--- src/rtl/mips_alu_pkg.sv ---
// Purpose : shared MIPS EX-stage definitions: function codes, mul/div FSM
//           state encoding and op-decode helpers.
// Ports   : none (package).
package mips_alu_pkg;

  localparam int unsigned NB_FUNCT = 6;

  // Function codes shared with the combinational ALU
  localparam logic [NB_FUNCT-1:0] OP_MFHI  = 6'b010000;
  localparam logic [NB_FUNCT-1:0] OP_MTHI  = 6'b010001;
  localparam logic [NB_FUNCT-1:0] OP_MFLO  = 6'b010010;
  localparam logic [NB_FUNCT-1:0] OP_MTLO  = 6'b010011;
  localparam logic [NB_FUNCT-1:0] OP_MULT  = 6'b011000;
  localparam logic [NB_FUNCT-1:0] OP_MULTU = 6'b011001;
  localparam logic [NB_FUNCT-1:0] OP_DIV   = 6'b011010;
  localparam logic [NB_FUNCT-1:0] OP_DIVU  = 6'b011011;

  typedef enum logic [1:0] {
    ST_IDLE = 2'd0,
    ST_CALC = 2'd1,
    ST_FIX  = 2'd2
  } mdu_state_e;

  // True for the four iterative ops
  function automatic logic op_is_muldiv(input logic [NB_FUNCT-1:0] op);
    return (op == OP_MULT) || (op == OP_MULTU) ||
           (op == OP_DIV)  || (op == OP_DIVU);
  endfunction

  function automatic logic op_is_div(input logic [NB_FUNCT-1:0] op);
    return (op == OP_DIV) || (op == OP_DIVU);
  endfunction

  function automatic logic op_is_signed(input logic [NB_FUNCT-1:0] op);
    return (op == OP_MULT) || (op == OP_DIV);
  endfunction

endpackage

--- src/rtl/mul_div_unit_if.sv ---
// Purpose : request/response bundle between the EX stage and mul_div_unit.
// Signals : i_start/i_op/i_datoA/i_datoB/i_abort (request, driven by master),
//           o_busy/o_stall/o_done/o_hi/o_lo/o_result (response, driven by slave).
interface mul_div_unit_if #(
  parameter int unsigned NB_DATA = 32,
  parameter int unsigned NB_OP   = 6
);
  logic               i_start;
  logic [NB_OP-1:0]   i_op;
  logic [NB_DATA-1:0] i_datoA;
  logic [NB_DATA-1:0] i_datoB;
  logic               i_abort;
  logic               o_busy;
  logic               o_stall;
  logic               o_done;
  logic [NB_DATA-1:0] o_hi;
  logic [NB_DATA-1:0] o_lo;
  logic [NB_DATA-1:0] o_result;

  modport master (
    output i_start, i_op, i_datoA, i_datoB, i_abort,
    input  o_busy, o_stall, o_done, o_hi, o_lo, o_result
  );

  modport slave (
    input  i_start, i_op, i_datoA, i_datoB, i_abort,
    output o_busy, o_stall, o_done, o_hi, o_lo, o_result
  );
endinterface

--- src/rtl/mdu_iter_datapath.sv ---
// Purpose : one-bit-per-cycle iteration engine shared by multiply and divide.
//           Accumulator layout: multiply {partial product, multiplier};
//           divide {partial remainder, dividend/quotient}.
// Ports   : i_clk, i_rst (async, high); i_load latches i_acc_lo/i_opnd/i_div;
//           i_step performs one iteration; o_acc is the accumulator.
module mdu_iter_datapath #(
  parameter int unsigned NB_DATA = 32
) (
  input  logic                   i_clk,
  input  logic                   i_rst,
  input  logic                   i_load,
  input  logic                   i_step,
  input  logic                   i_div,
  input  logic [NB_DATA-1:0]     i_acc_lo,
  input  logic [NB_DATA-1:0]     i_opnd,
  output logic [2*NB_DATA-1:0]   o_acc
);

  logic [2*NB_DATA-1:0] acc_q, acc_d;
  logic [NB_DATA-1:0]   opnd_q;
  logic                 div_q;

  logic [NB_DATA:0]     add_sum;
  logic [NB_DATA:0]     rem_sh;
  logic [NB_DATA-1:0]   rem_diff;
  logic                 rem_ge;

  // Single iteration step for both modes
  always_comb begin
    add_sum  = {1'b0, acc_q[2*NB_DATA-1:NB_DATA]}
             + (acc_q[0] ? {1'b0, opnd_q} : (NB_DATA+1)'(0));
    // Remainder shifted left with the next dividend bit; needs one extra bit
    rem_sh   = acc_q[2*NB_DATA-1:NB_DATA-1];
    rem_ge   = (rem_sh >= {1'b0, opnd_q});
    // Only used when rem_ge, where the true difference fits in NB_DATA bits
    rem_diff = rem_sh[NB_DATA-1:0] - opnd_q;
    if (div_q) begin
      acc_d = {(rem_ge ? rem_diff : rem_sh[NB_DATA-1:0]),
               acc_q[NB_DATA-2:0], rem_ge};
    end else begin
      acc_d = {add_sum, acc_q[NB_DATA-1:1]};
    end
  end

  always_ff @(posedge i_clk or posedge i_rst) begin
    if (i_rst) begin
      acc_q  <= '0;
      opnd_q <= '0;
      div_q  <= 1'b0;
    end else if (i_load) begin
      acc_q  <= {NB_DATA'(0), i_acc_lo};
      opnd_q <= i_opnd;
      div_q  <= i_div;
    end else if (i_step) begin
      acc_q  <= acc_d;
    end
  end

  assign o_acc = acc_q;

endmodule

--- src/rtl/mul_div_unit.sv ---
// Purpose : iterative MULT/MULTU/DIV/DIVU unit owning HI/LO, plus MFHI/MFLO
//           reads and MTHI/MTLO writes.
// Ports   : i_clk, i_rst (async, high); bus (slave): i_start, i_op, i_datoA,
//           i_datoB, i_abort in; o_busy, o_stall (comb), o_done, o_hi, o_lo,
//           o_result (comb HI/LO read mux) out.
module mul_div_unit
  import mips_alu_pkg::*;
#(
  parameter int unsigned NB_DATA = 32,
  parameter int unsigned NB_OP   = 6
) (
  input  logic           i_clk,
  input  logic           i_rst,
  mul_div_unit_if.slave  bus
);

  localparam int unsigned NB_CNT = $clog2(NB_DATA);

  mdu_state_e           state_q;
  logic [NB_CNT-1:0]    cnt_q;
  logic                 is_div_q;
  logic                 neg_res_q;
  logic                 neg_rem_q;
  logic                 dbz_q;
  logic [NB_DATA-1:0]   a_raw_q;
  logic [NB_DATA-1:0]   hi_q, lo_q;
  logic                 done_q;

  logic [NB_OP-1:0]     op_c;
  logic [NB_DATA-1:0]   a_c, b_c, a_mag_c, b_mag_c;
  logic                 sgn_c, a_neg_c, b_neg_c, div_op_c;
  logic                 accept_c, mt_c, step_c;
  logic [2*NB_DATA-1:0] acc;
  logic [2*NB_DATA-1:0] prod_c;
  logic [NB_DATA-1:0]   quo_c, rem_c, hi_fix_c, lo_fix_c;

  // Operand decode and magnitude extraction at the accept edge
  always_comb begin
    op_c     = bus.i_op;
    a_c      = bus.i_datoA;
    b_c      = bus.i_datoB;
    sgn_c    = op_is_signed(op_c);
    div_op_c = op_is_div(op_c);
    a_neg_c  = sgn_c & a_c[NB_DATA-1];
    b_neg_c  = sgn_c & b_c[NB_DATA-1];
    // 2^(N-1) negates to itself, which is the correct unsigned magnitude
    a_mag_c  = a_neg_c ? (~a_c + NB_DATA'(1)) : a_c;
    b_mag_c  = b_neg_c ? (~b_c + NB_DATA'(1)) : b_c;
    accept_c = (state_q == ST_IDLE) && bus.i_start && !bus.i_abort &&
               op_is_muldiv(op_c);
    mt_c     = (state_q == ST_IDLE) && bus.i_start && !bus.i_abort &&
               ((op_c == OP_MTHI) || (op_c == OP_MTLO));
    step_c   = (state_q == ST_CALC) && !bus.i_abort;
  end

  mdu_iter_datapath #(.NB_DATA(NB_DATA)) u_iter (
    .i_clk    (i_clk),
    .i_rst    (i_rst),
    .i_load   (accept_c),
    .i_step   (step_c),
    .i_div    (div_op_c),
    .i_acc_lo (div_op_c ? a_mag_c : b_mag_c),
    .i_opnd   (div_op_c ? b_mag_c : a_mag_c),
    .o_acc    (acc)
  );

  // Sign correction of the raw magnitude result
  always_comb begin
    prod_c = neg_res_q ? (~acc + (2*NB_DATA)'(1)) : acc;
    quo_c  = neg_res_q ? (~acc[NB_DATA-1:0] + NB_DATA'(1)) : acc[NB_DATA-1:0];
    rem_c  = neg_rem_q ? (~acc[2*NB_DATA-1:NB_DATA] + NB_DATA'(1))
                       : acc[2*NB_DATA-1:NB_DATA];
    if (dbz_q) begin
      hi_fix_c = a_raw_q;
      lo_fix_c = '1;
    end else if (is_div_q) begin
      hi_fix_c = rem_c;
      lo_fix_c = quo_c;
    end else begin
      hi_fix_c = prod_c[2*NB_DATA-1:NB_DATA];
      lo_fix_c = prod_c[NB_DATA-1:0];
    end
  end

  // Control FSM, HI/LO and done pulse
  always_ff @(posedge i_clk or posedge i_rst) begin
    if (i_rst) begin
      state_q   <= ST_IDLE;
      cnt_q     <= '0;
      is_div_q  <= 1'b0;
      neg_res_q <= 1'b0;
      neg_rem_q <= 1'b0;
      dbz_q     <= 1'b0;
      a_raw_q   <= '0;
      hi_q      <= '0;
      lo_q      <= '0;
      done_q    <= 1'b0;
    end else begin
      done_q <= 1'b0;
      case (state_q)
        ST_IDLE: begin
          if (accept_c) begin
            is_div_q  <= div_op_c;
            neg_res_q <= a_neg_c ^ b_neg_c;
            neg_rem_q <= a_neg_c;
            dbz_q     <= div_op_c && (b_c == '0);
            a_raw_q   <= a_c;
            cnt_q     <= '0;
            state_q   <= ST_CALC;
          end else if (mt_c) begin
            if (op_c == OP_MTHI) hi_q <= a_c;
            else                 lo_q <= a_c;
          end
        end
        ST_CALC: begin
          if (bus.i_abort) begin
            state_q <= ST_IDLE;
          end else if (cnt_q == NB_CNT'(NB_DATA-1)) begin
            state_q <= ST_FIX;
          end else begin
            cnt_q <= cnt_q + NB_CNT'(1);
          end
        end
        ST_FIX: begin
          if (!bus.i_abort) begin
            hi_q   <= hi_fix_c;
            lo_q   <= lo_fix_c;
            done_q <= 1'b1;
          end
          state_q <= ST_IDLE;
        end
        default: state_q <= ST_IDLE;
      endcase
    end
  end

  assign bus.o_busy   = (state_q != ST_IDLE);
  assign bus.o_stall  = (state_q != ST_IDLE) & bus.i_start;
  assign bus.o_done   = done_q;
  assign bus.o_hi     = hi_q;
  assign bus.o_lo     = lo_q;
  assign bus.o_result = (op_c == OP_MFHI) ? hi_q :
                        (op_c == OP_MFLO) ? lo_q : '0;

endmodule

--- src/flat_wrapper.sv ---
// flat-port wrapper written by rule: the top's interface ports become plain ports
module mul_div_unit_flat import mips_alu_pkg::*;
#(
  parameter int unsigned NB_DATA = 32,
  parameter int unsigned NB_OP   = 6
)
  (i_clk, i_rst, bus_i_start, bus_i_op, bus_i_datoA, bus_i_datoB, bus_i_abort, bus_o_busy, bus_o_stall, bus_o_done, bus_o_hi, bus_o_lo, bus_o_result);
  mul_div_unit_if #(.NB_DATA(NB_DATA), .NB_OP(NB_OP)) bus_i ();
  input  logic i_clk;
  input  logic i_rst;
  input wire logic [$bits(bus_i.i_start)-1:0] bus_i_start;
  input wire logic [$bits(bus_i.i_op)-1:0] bus_i_op;
  input wire logic [$bits(bus_i.i_datoA)-1:0] bus_i_datoA;
  input wire logic [$bits(bus_i.i_datoB)-1:0] bus_i_datoB;
  input wire logic [$bits(bus_i.i_abort)-1:0] bus_i_abort;
  output wire logic [$bits(bus_i.o_busy)-1:0] bus_o_busy;
  output wire logic [$bits(bus_i.o_stall)-1:0] bus_o_stall;
  output wire logic [$bits(bus_i.o_done)-1:0] bus_o_done;
  output wire logic [$bits(bus_i.o_hi)-1:0] bus_o_hi;
  output wire logic [$bits(bus_i.o_lo)-1:0] bus_o_lo;
  output wire logic [$bits(bus_i.o_result)-1:0] bus_o_result;
  assign bus_i.i_start = bus_i_start;
  assign bus_i.i_op = bus_i_op;
  assign bus_i.i_datoA = bus_i_datoA;
  assign bus_i.i_datoB = bus_i_datoB;
  assign bus_i.i_abort = bus_i_abort;
  assign bus_o_busy = bus_i.o_busy;
  assign bus_o_stall = bus_i.o_stall;
  assign bus_o_done = bus_i.o_done;
  assign bus_o_hi = bus_i.o_hi;
  assign bus_o_lo = bus_i.o_lo;
  assign bus_o_result = bus_i.o_result;
  mul_div_unit #(.NB_DATA(NB_DATA), .NB_OP(NB_OP)) u_core (.i_clk(i_clk), .i_rst(i_rst), .bus(bus_i));
endmodule
--- config.mk ---
export PLATFORM = sky130hd
export DESIGN_NAME = mul_div_unit_flat
export DESIGN_NICKNAME = d
export VERILOG_FILES = /design/src/rtl/mips_alu_pkg.sv /design/src/rtl/mul_div_unit_if.sv /design/src/rtl/mdu_iter_datapath.sv /design/src/rtl/mul_div_unit.sv /design/src/flat_wrapper.sv
export SDC_FILE = /design/constraint.sdc
export NUM_CORES = 1
export LEC_CHECK = 0
export ABC_AREA = 0
export BUFFER_PORTS_ARGS = -buffer_cell sky130_fd_sc_hd__buf_2
export CAP_MARGIN = 20
export CORE_MARGIN = 1
export CORE_UTILIZATION = 39
export CTS_CLUSTER_SIZE = 12
export DETAILED_ROUTE_END_ITERATION = 8
export PLACE_DENSITY = 0.67
export SLEW_MARGIN = 10
export SYNTH_ARGS = -nofsm -noshare
export SYNTH_HDL_FRONTEND = slang
export SYNTH_SLANG_ARGS = --single-unit
--- constraint.sdc ---
create_clock -name i_clk -period 7 [get_ports i_clk]
set_input_delay 0.7 -clock i_clk [delete_from_list [all_inputs] [get_ports i_clk]]
set_output_delay 0.7 -clock i_clk [all_outputs]
set_load 0.02 [all_outputs]
==> flow_metrics.env, run 1 <==
export IMPL_timing_critical_path_cells="inv_1, buf_4, nor2_1, ha_1, a21oi_1, o21ai_0, a2111oi_0, o31ai_1, a21oi_1, o21ai_0, xnor2_1, a222oi_1, o21ai_0"
export IMPL_cts_buffer_depth=3
export IMPL_master_cell_of_the_clock_root_buffer="sky130_fd_sc_hd__clkbuf_16"
export IMPL_power_density_cell_area_mw_per_mm2=298.7
export IMPL_cts_sink_count=205
export IMPL_cts_inserted_buffers=24
export IMPL_worst_path_stages=13
export IMPL_ff2ff_path_depth=13
export IMPL_area_growth_syn_to_layout_pct=11.79
export IMPL_dpl_cell_count=2724
export IMPL_avgSynthCellArea_sq_um=7.812
export IMPL_htree_num_levels=1
export IMPL_initial_core_util_pct=39.73
export IMPL_max_freq_mhz=248.8
export IMPL_area_sequential_sq_mm=0.005131
export IMPL_crit_path_time_final_ps=4019
export IMPL_setup_violations=0
export IMPL_fin_hold_ws_ps=195.8
export IMPL_ys_types=78
export IMPL_cts_hold_buffers_added=0
export IMPL_worst_hold_path_type="primary input to async pin"
export IMPL_required_ps=7400
export IMPL_cp_max_fo=31
export IMPL_run_status="finished, final reports clean"
export IMPL_final_common_cell="sky130_fd_sc_hd__nand2_1"
export IMPL_finalNetCount=2359
export IMPL_hold_violations=0
export IMPL_grt_max_degree=97
export IMPL_gpl_final_weighted_congestion=0.9691
export IMPL_synth_sequential_area_ratio_pct=30.64
export IMPL_grt_overflow_total=0
export IMPL_path_class="register to register"
export IMPL_clock_tree_from_tritoncts="done"
export IMPL_post_synth_inst_count=2143
export IMPL_most_common_layout_cells="sky130_fd_sc_hd__nand2_1 (292), sky130_fd_sc_hd__dfrtp_1 (204), sky130_fd_sc_hd__nor2_1 (196), sky130_fd_sc_hd__o21ai_0 (176), sky130_fd_sc_hd__buf_2 (171)"
export IMPL_ys_flop_type="sky130_fd_sc_hd__dfrtp_1"
export IMPL_cpPeakStageDelay_ps=730
export IMPL_critPathTopFamily="compound AO/OA/AOI/OAI gates"
export IMPL_layout_worst_path_cycle_share_pct=57.42
export IMPL_place_area_sq_mm=0.01788
export IMPL_dr_pass1_iters=5
export IMPL_clk_latency_ps=540
export IMPL_number_of_fillers_in_the_final_layout=4128
export IMPL_finish_instance_area_sq_mm=0.01871
export IMPL_drive_above_1_share_pct=11.97
export IMPL_ys_warn_count=0
export IMPL_rsz_0062_raised_after_global_routing="no"
export IMPL_irDropWorstVdd_mv=0.1433
export IMPL_antenna_violating_nets_post_route=0
export IMPL_setup_total_negative_slack_ps=0
export IMPL_clkTransAtPathRegs_ps=60
export IMPL_number_of_antenna_violations_at_the_first_check_in_global_routing=3
export IMPL_drt_wirelength_per_cell_um=20.81
export IMPL_totalWireLength_mm=57.69
export IMPL_postSynthNetCount=2289
export IMPL_cp_most_frequent_cell="sky130_fd_sc_hd__o21ai_0"
export IMPL_instances_no_fill=2772
export IMPL_tightest_slew_ps=1101
export IMPL_io_buffers=172
export IMPL_detailroute_via_count=16830
export IMPL_seq_cells_post_synth=205
export IMPL_boundaryPins=173
export IMPL_grtUsageTotal_pct=26.00
export IMPL_dieArea_sq_mm=0.04376
export IMPL_vias_in_the_first_global_route=15920
export IMPL_fp_row_count=75
export IMPL_floorplan_die_width_um=209.2
export IMPL_avgViaCountPerCell=6.070
export IMPL_dpl_hpwl_mm=43.06
export IMPL_final_setup_skew_ps=17.31
export IMPL_leakagePower_nw=8.712
export IMPL_cts_repair_resize_count=0
export IMPL_area_used_by_multi_input_combinational_logic_sq_mm=0.01078
export IMPL_share_of_async_settable_or_async_resettable_flops_after_synthesis_pct=100.0
export IMPL_critPathCaptureType="register"
export IMPL_max_transition_viols_final=0
export IMPL_worst_setup_path_start_kind="register"
export IMPL_grt_pass1_wl_mm=91.16
export IMPL_crit_path_top_delay_cell="sky130_fd_sc_hd__a2111oi_0"
export IMPL_detail_route_iter0_violations=1681
export IMPL_synth_edf_count=0
export IMPL_relSlewSlack_pct=26.62
export IMPL_power_total_w=0.005590
export IMPL_floorplan_die_height_um=209.2
export IMPL_cts_setup_buffers=0
export IMPL_design_core_area_sq_mm=0.04213
export IMPL_drc=0
export IMPL_cp_buffers_inverters=2
export IMPL_cp_arrival_ps=4420
export IMPL_maxCapViolations=0
export IMPL_synthesis_area_sq_mm=0.01674
==> path summary, 6_finish.rpt <==
| path | slack, ps | startpoint | end |
|---|---|---|---|
| worst max register to register | 2980 | u_core.u_iter.o_acc[0]$_DFFE_PP0P_ | u_core.u_iter.o_acc[58]$_DFFE_PP0P_ |
| min in group i_clk | 430 | bus_i_op[0] | u_core.neg_res_q$_DFFE_PP0P_ |
| max in group asynchronous | 5440 | i_rst | u_core.u_iter.o_acc[46]$_DFFE_PP0P_ |
| worst min-delay path | 200 | i_rst | u_core.bus.o_hi[3]$_DFFE_PP0P_ |
| worst max-delay path | 2980 | u_core.u_iter.o_acc[0]$_DFFE_PP0P_ | u_core.u_iter.o_acc[58]$_DFFE_PP0P_ |
| worst min register to register | 480 | u_core.a_raw_q[6]$_DFFE_PP0P_ | u_core.a_raw_q[6]$_DFFE_PP0P_ |
==> kinds of logic (layout without fill, tap and decap cells) <==
family                   Yosys count  count (layout)  synth area share, %
AO/OA/AOI/OAI                    667             667                24.87
XOR/XNOR                         172             172                8.999
adder cells (fa/ha/maj)           72              72                5.471
buffers and inverters            217             304                5.105
flip-flops                       205             205                30.64
multiplexers                      92              92                5.523
other                              0               3                    0
AND/OR/NAND/NOR                  718             718                19.39
==> final cells by class <==
| class | count | area share [%] |
|---|---|---|
| Multi-Input combinational cell | 1721 | 57.61 |
| Sequential cell | 205 | 27.42 |
| Timing Repair Buffer | 195 | 5.663 |
| Tap cell | 539 | 3.604 |
| Clock buffer | 32 | 3.590 |
| Inverter | 66 | 1.364 |
| Clock inverter | 11 | 0.7087 |
| Antenna cell | 3 | 0.04011 |
==> Yosys cell counts (49+ instances only) <==
cell type / number / area, sq um
sky130_fd_sc_hd__ha_1: 70 / 875.8
sky130_fd_sc_hd__a21oi_1: 158 / 790.8
sky130_fd_sc_hd__clkbuf_1: 128 / 480.5
sky130_fd_sc_hd__inv_1: 64 / 240.2
sky130_fd_sc_hd__nand2_1: 294 / 1104
sky130_fd_sc_hd__xor2_1: 63 / 551.8
sky130_fd_sc_hd__mux2i_1: 89 / 890.9
sky130_fd_sc_hd__dfrtp_1: 205 / 5130
sky130_fd_sc_hd__o22ai_1: 49 / 306.5
sky130_fd_sc_hd__xnor2_1: 109 / 954.7
sky130_fd_sc_hd__o21ai_0: 176 / 880.8
sky130_fd_sc_hd__nor2_1: 196 / 735.7
==> report_power, final <==
part           switching [W]  total [W]  internal, W
clock network       0.000535    0.00132     0.000782
registers           0.000350    0.00176      0.00141
logic                0.00153    0.00251     0.000980
total                0.00241    0.00559      0.00318
==> state kept, by name, summed over array words and instances (netlist names), 2 cells and up <==
signal,cells
u_core.a_raw_q,32
u_core.bus.o_hi,32
u_core.bus.o_lo,32
u_core.cnt_q,5
u_core.state_q,2
u_core.u_iter.o_acc,64
u_core.u_iter.opnd_q,32
==> metrics by stage <==
| step | util [%] | setup WS, ps |
|---|---|---|
| 2_1_floorplan | - | 704.2 |
| 3_3_place_gp | 42.43 | 3166 |
| 3_5_place_dp | 42.43 | 3052 |
| 4_1_cts | 44.34 | 3206 |
| 5_1_grt | 44.40 | 2898 |
| 6_report | 44.42 | 2981 |
==> routing by layer <==
metal	track usage, %	part of all wire [%]	up-vias
met4	8.494	3.1	0
met2	41.68	45	830
li1	-	-	7835
met1	35.85	43	8040
met5	0	0	-
met3	3.817	8.7	120
Power figures use the tool's default switching activity.
==> run 2, diff against run 1 <==
- clock period: 7 -> 4.1 ns (I/O delays scaled with it)
==> run 2 against run 1 <==
Against the previous run:
- combinational power up 74%
- sequential share of layout area down 0.22 points
- critical path depth shrank 1
- critical path type unchanged
==> flow_metrics.env, run 2 (synthesis gave the netlist of run 1 again) <==
export IMPL_detailroute_via_count=16940
export IMPL_largest_reg_flops=64
export IMPL_clkTransAtPathRegs_ps=70
export IMPL_drt_wirelength_per_cell_um=21.08
export IMPL_initial_core_util_pct=39.73
export IMPL_cp_max_fo=13
export IMPL_final_setup_skew_ps=14.59
export IMPL_layout_worst_path_cycle_share_pct=95.81
export IMPL_power_density_cell_area_mw_per_mm2=502.8
export IMPL_detail_route_iter0_violations=1538
export IMPL_grt_pass1_wl_mm=90.47
export IMPL_tightest_slew_ps=1037
export IMPL_max_transition_viols_final=0
export IMPL_fin_hold_ws_ps=8.874
export IMPL_htree_num_levels=1
export IMPL_place_area_sq_mm=0.01810
export IMPL_master_cell_of_the_clock_root_buffer="sky130_fd_sc_hd__clkbuf_16"
export IMPL_clk_latency_ps=540
export IMPL_p_sw_w=0.004111
export IMPL_path_class="register to register"
export IMPL_cts_buffer_depth=3
export IMPL_antenna_diode_count=0
export IMPL_power_report_internal_total_w=0.005375
export IMPL_required_ps=4490
export IMPL_finalNetCount=2384
export IMPL_area_growth_syn_to_layout_pct=12.69
export IMPL_power_switching_share_pct=43.34
export IMPL_power_sequential_fraction_pct=31.7
export IMPL_irDropWorstVdd_mv=0.2759
export IMPL_run_status="finished, final reports clean"
export IMPL_floorplan_die_height_um=209.2
export IMPL_boundaryPins=173
export IMPL_worst_slack_ps=172.0
export IMPL_dr_pass1_iters=5
export IMPL_grtUsageTotal_pct=26.03
export IMPL_max_freq_mhz=254.6
export IMPL_clockPowerShare_pct=22.3
export IMPL_detailedPlace_worstSlack_ps=275.8
export IMPL_crit_path_time_final_ps=3928
export IMPL_leakagePower_nw=8.811
export IMPL_cp_arrival_ps=4320
export IMPL_relSlewSlack_pct=30.64
export IMPL_number_of_antenna_violations_at_the_first_check_in_global_routing=0
export IMPL_design_core_area_sq_mm=0.04213
export IMPL_clock_tree_from_tritoncts="done"
export IMPL_maxCapViolations=0
export IMPL_final_common_cell="sky130_fd_sc_hd__nand2_1"
export IMPL_setup_violations=0
export IMPL_critPathCaptureType="register"
export IMPL_cts_inserted_buffers=23
export IMPL_finish_instance_area_sq_mm=0.01887
export IMPL_dpl_hpwl_mm=44.93
export IMPL_cts_setup_buffers=0
export IMPL_io_buffers=172
export IMPL_vias_in_the_first_global_route=15790
export IMPL_antenna_violating_nets_post_route=0
export IMPL_dieArea_sq_mm=0.04376
export IMPL_most_common_layout_cells="sky130_fd_sc_hd__nand2_1 (292), sky130_fd_sc_hd__dfrtp_1 (204), sky130_fd_sc_hd__nor2_1 (196), sky130_fd_sc_hd__o21ai_0 (176), sky130_fd_sc_hd__buf_2 (171)"
export IMPL_grt_max_degree=107
export IMPL_setup_total_negative_slack_ps=0
export IMPL_floorplan_die_width_um=209.2
export IMPL_hold_violations=0
export IMPL_gpl_final_weighted_congestion=1.002
export IMPL_grt_overflow_total=0
export IMPL_worst_setup_path_start_kind="register"
export IMPL_drive_above_1_share_pct=12.86
export IMPL_drc=0
export IMPL_totalWireLength_mm=58.75
export IMPL_fp_row_count=75
export IMPL_combinational_share_of_power_pct=46.0
export IMPL_cts_sink_count=205
export IMPL_rsz_0062_raised_after_global_routing="no"
export IMPL_avgViaCountPerCell=6.078
export IMPL_worst_hold_path_type="primary input to async pin"
## run 2: critical path: stages, from the launching register on
cell and delay (ps):
sky130_fd_sc_hd__dfrtp_1 470, sky130_fd_sc_hd__inv_1 450, sky130_fd_sc_hd__nor2_1 100, sky130_fd_sc_hd__ha_1 390, sky130_fd_sc_hd__a21oi_1 200, sky130_fd_sc_hd__o21ai_0 160
sky130_fd_sc_hd__a2111oi_0 640, sky130_fd_sc_hd__o31ai_1 160, sky130_fd_sc_hd__a21oi_1 390, sky130_fd_sc_hd__o21ai_0 210, sky130_fd_sc_hd__xnor2_1 160, sky130_fd_sc_hd__a222oi_1 320
sky130_fd_sc_hd__o21ai_0 140
## run 2: final timing paths
| path | to | slack (ps) | from | depth (start not counted) |
|---|---|---|---|---|
| max in group asynchronous | u_core.u_iter.div_q$_DFFE_PP0P_ | 3520 | i_rst | 3 |
| max reg2reg | u_core.u_iter.o_acc[58]$_DFFE_PP0P_ | 170 | u_core.u_iter.o_acc[0]$_DFFE_PP0P_ | 12 |
| max | u_core.u_iter.o_acc[58]$_DFFE_PP0P_ | 170 | u_core.u_iter.o_acc[0]$_DFFE_PP0P_ | 12 |
| min in group i_clk | u_core.a_raw_q[25]$_DFFE_PP0P_ | 160 | bus_i_datoA[25] | 3 |
| min reg2reg | u_core.a_raw_q[16]$_DFFE_PP0P_ | 480 | u_core.a_raw_q[16]$_DFFE_PP0P_ | 2 |
| min | u_core.bus.o_lo[7]$_DFFE_PP0P_ | 9 | i_rst | 3 |
## run 2: layout make-up
cell class | instances | area, sq um
multi-input cells | 1721 | 10790
well taps | 539 | 674.4
clock buffers | 30 | 651.9
fillers | 4143 | 23270
inverters | 66 | 251.5
flip-flops and latches | 205 | 5131
repair buffers | 221 | 1289
clock inverters | 5 | 81.33
## run 2: layer usage
metal / GRT usage, % / part of all wire [%] / vias up
li1: - / - / 7882
met1: 35.38 / 43 / 8121
met2: 43.29 / 46 / 823
met3: 2.720 / 7.6 / 112
met4: 8.240 / 2.8 / 0
met5: 0 / 0 / -
## run 2: what timing repair did
| item | 4_1_cts | 5_1_grt |
|---|---|---|
| resized for setup | 0 | 1 |
| hold buffers | 0 | 0 |
| endpoints found under the setup margin | 0 | 1 |
## run 2: per-stage QoR
step	utilization, %	power [W]	std cells
6_report	44.78	0.009486	2787
5_1_grt	44.78	0.009989	2787
4_1_cts	44.71	0.009379	2785
3_5_place_dp	42.97	0.007265	2750
3_3_place_gp	42.97	0.007182	2750
2_1_floorplan	-	0.005971	2143
## run 2: power by group through the flow
| stage | Sequential, W | Clock [W] | Combinational [W] |
|---|---|---|---|
| 2_1_floorplan | 0.00284 | 0 | 0.00313 |
| 3_3_place_gp | 0.00299 | 0 | 0.00419 |
| 3_5_place_dp | 0.00301 | 0 | 0.00425 |
| 4_1_cts | 0.00297 | 0.00213 | 0.00427 |
| 5_1_grt | 0.00305 | 0.00220 | 0.00475 |
| 6_report | 0.00301 | 0.00211 | 0.00437 |
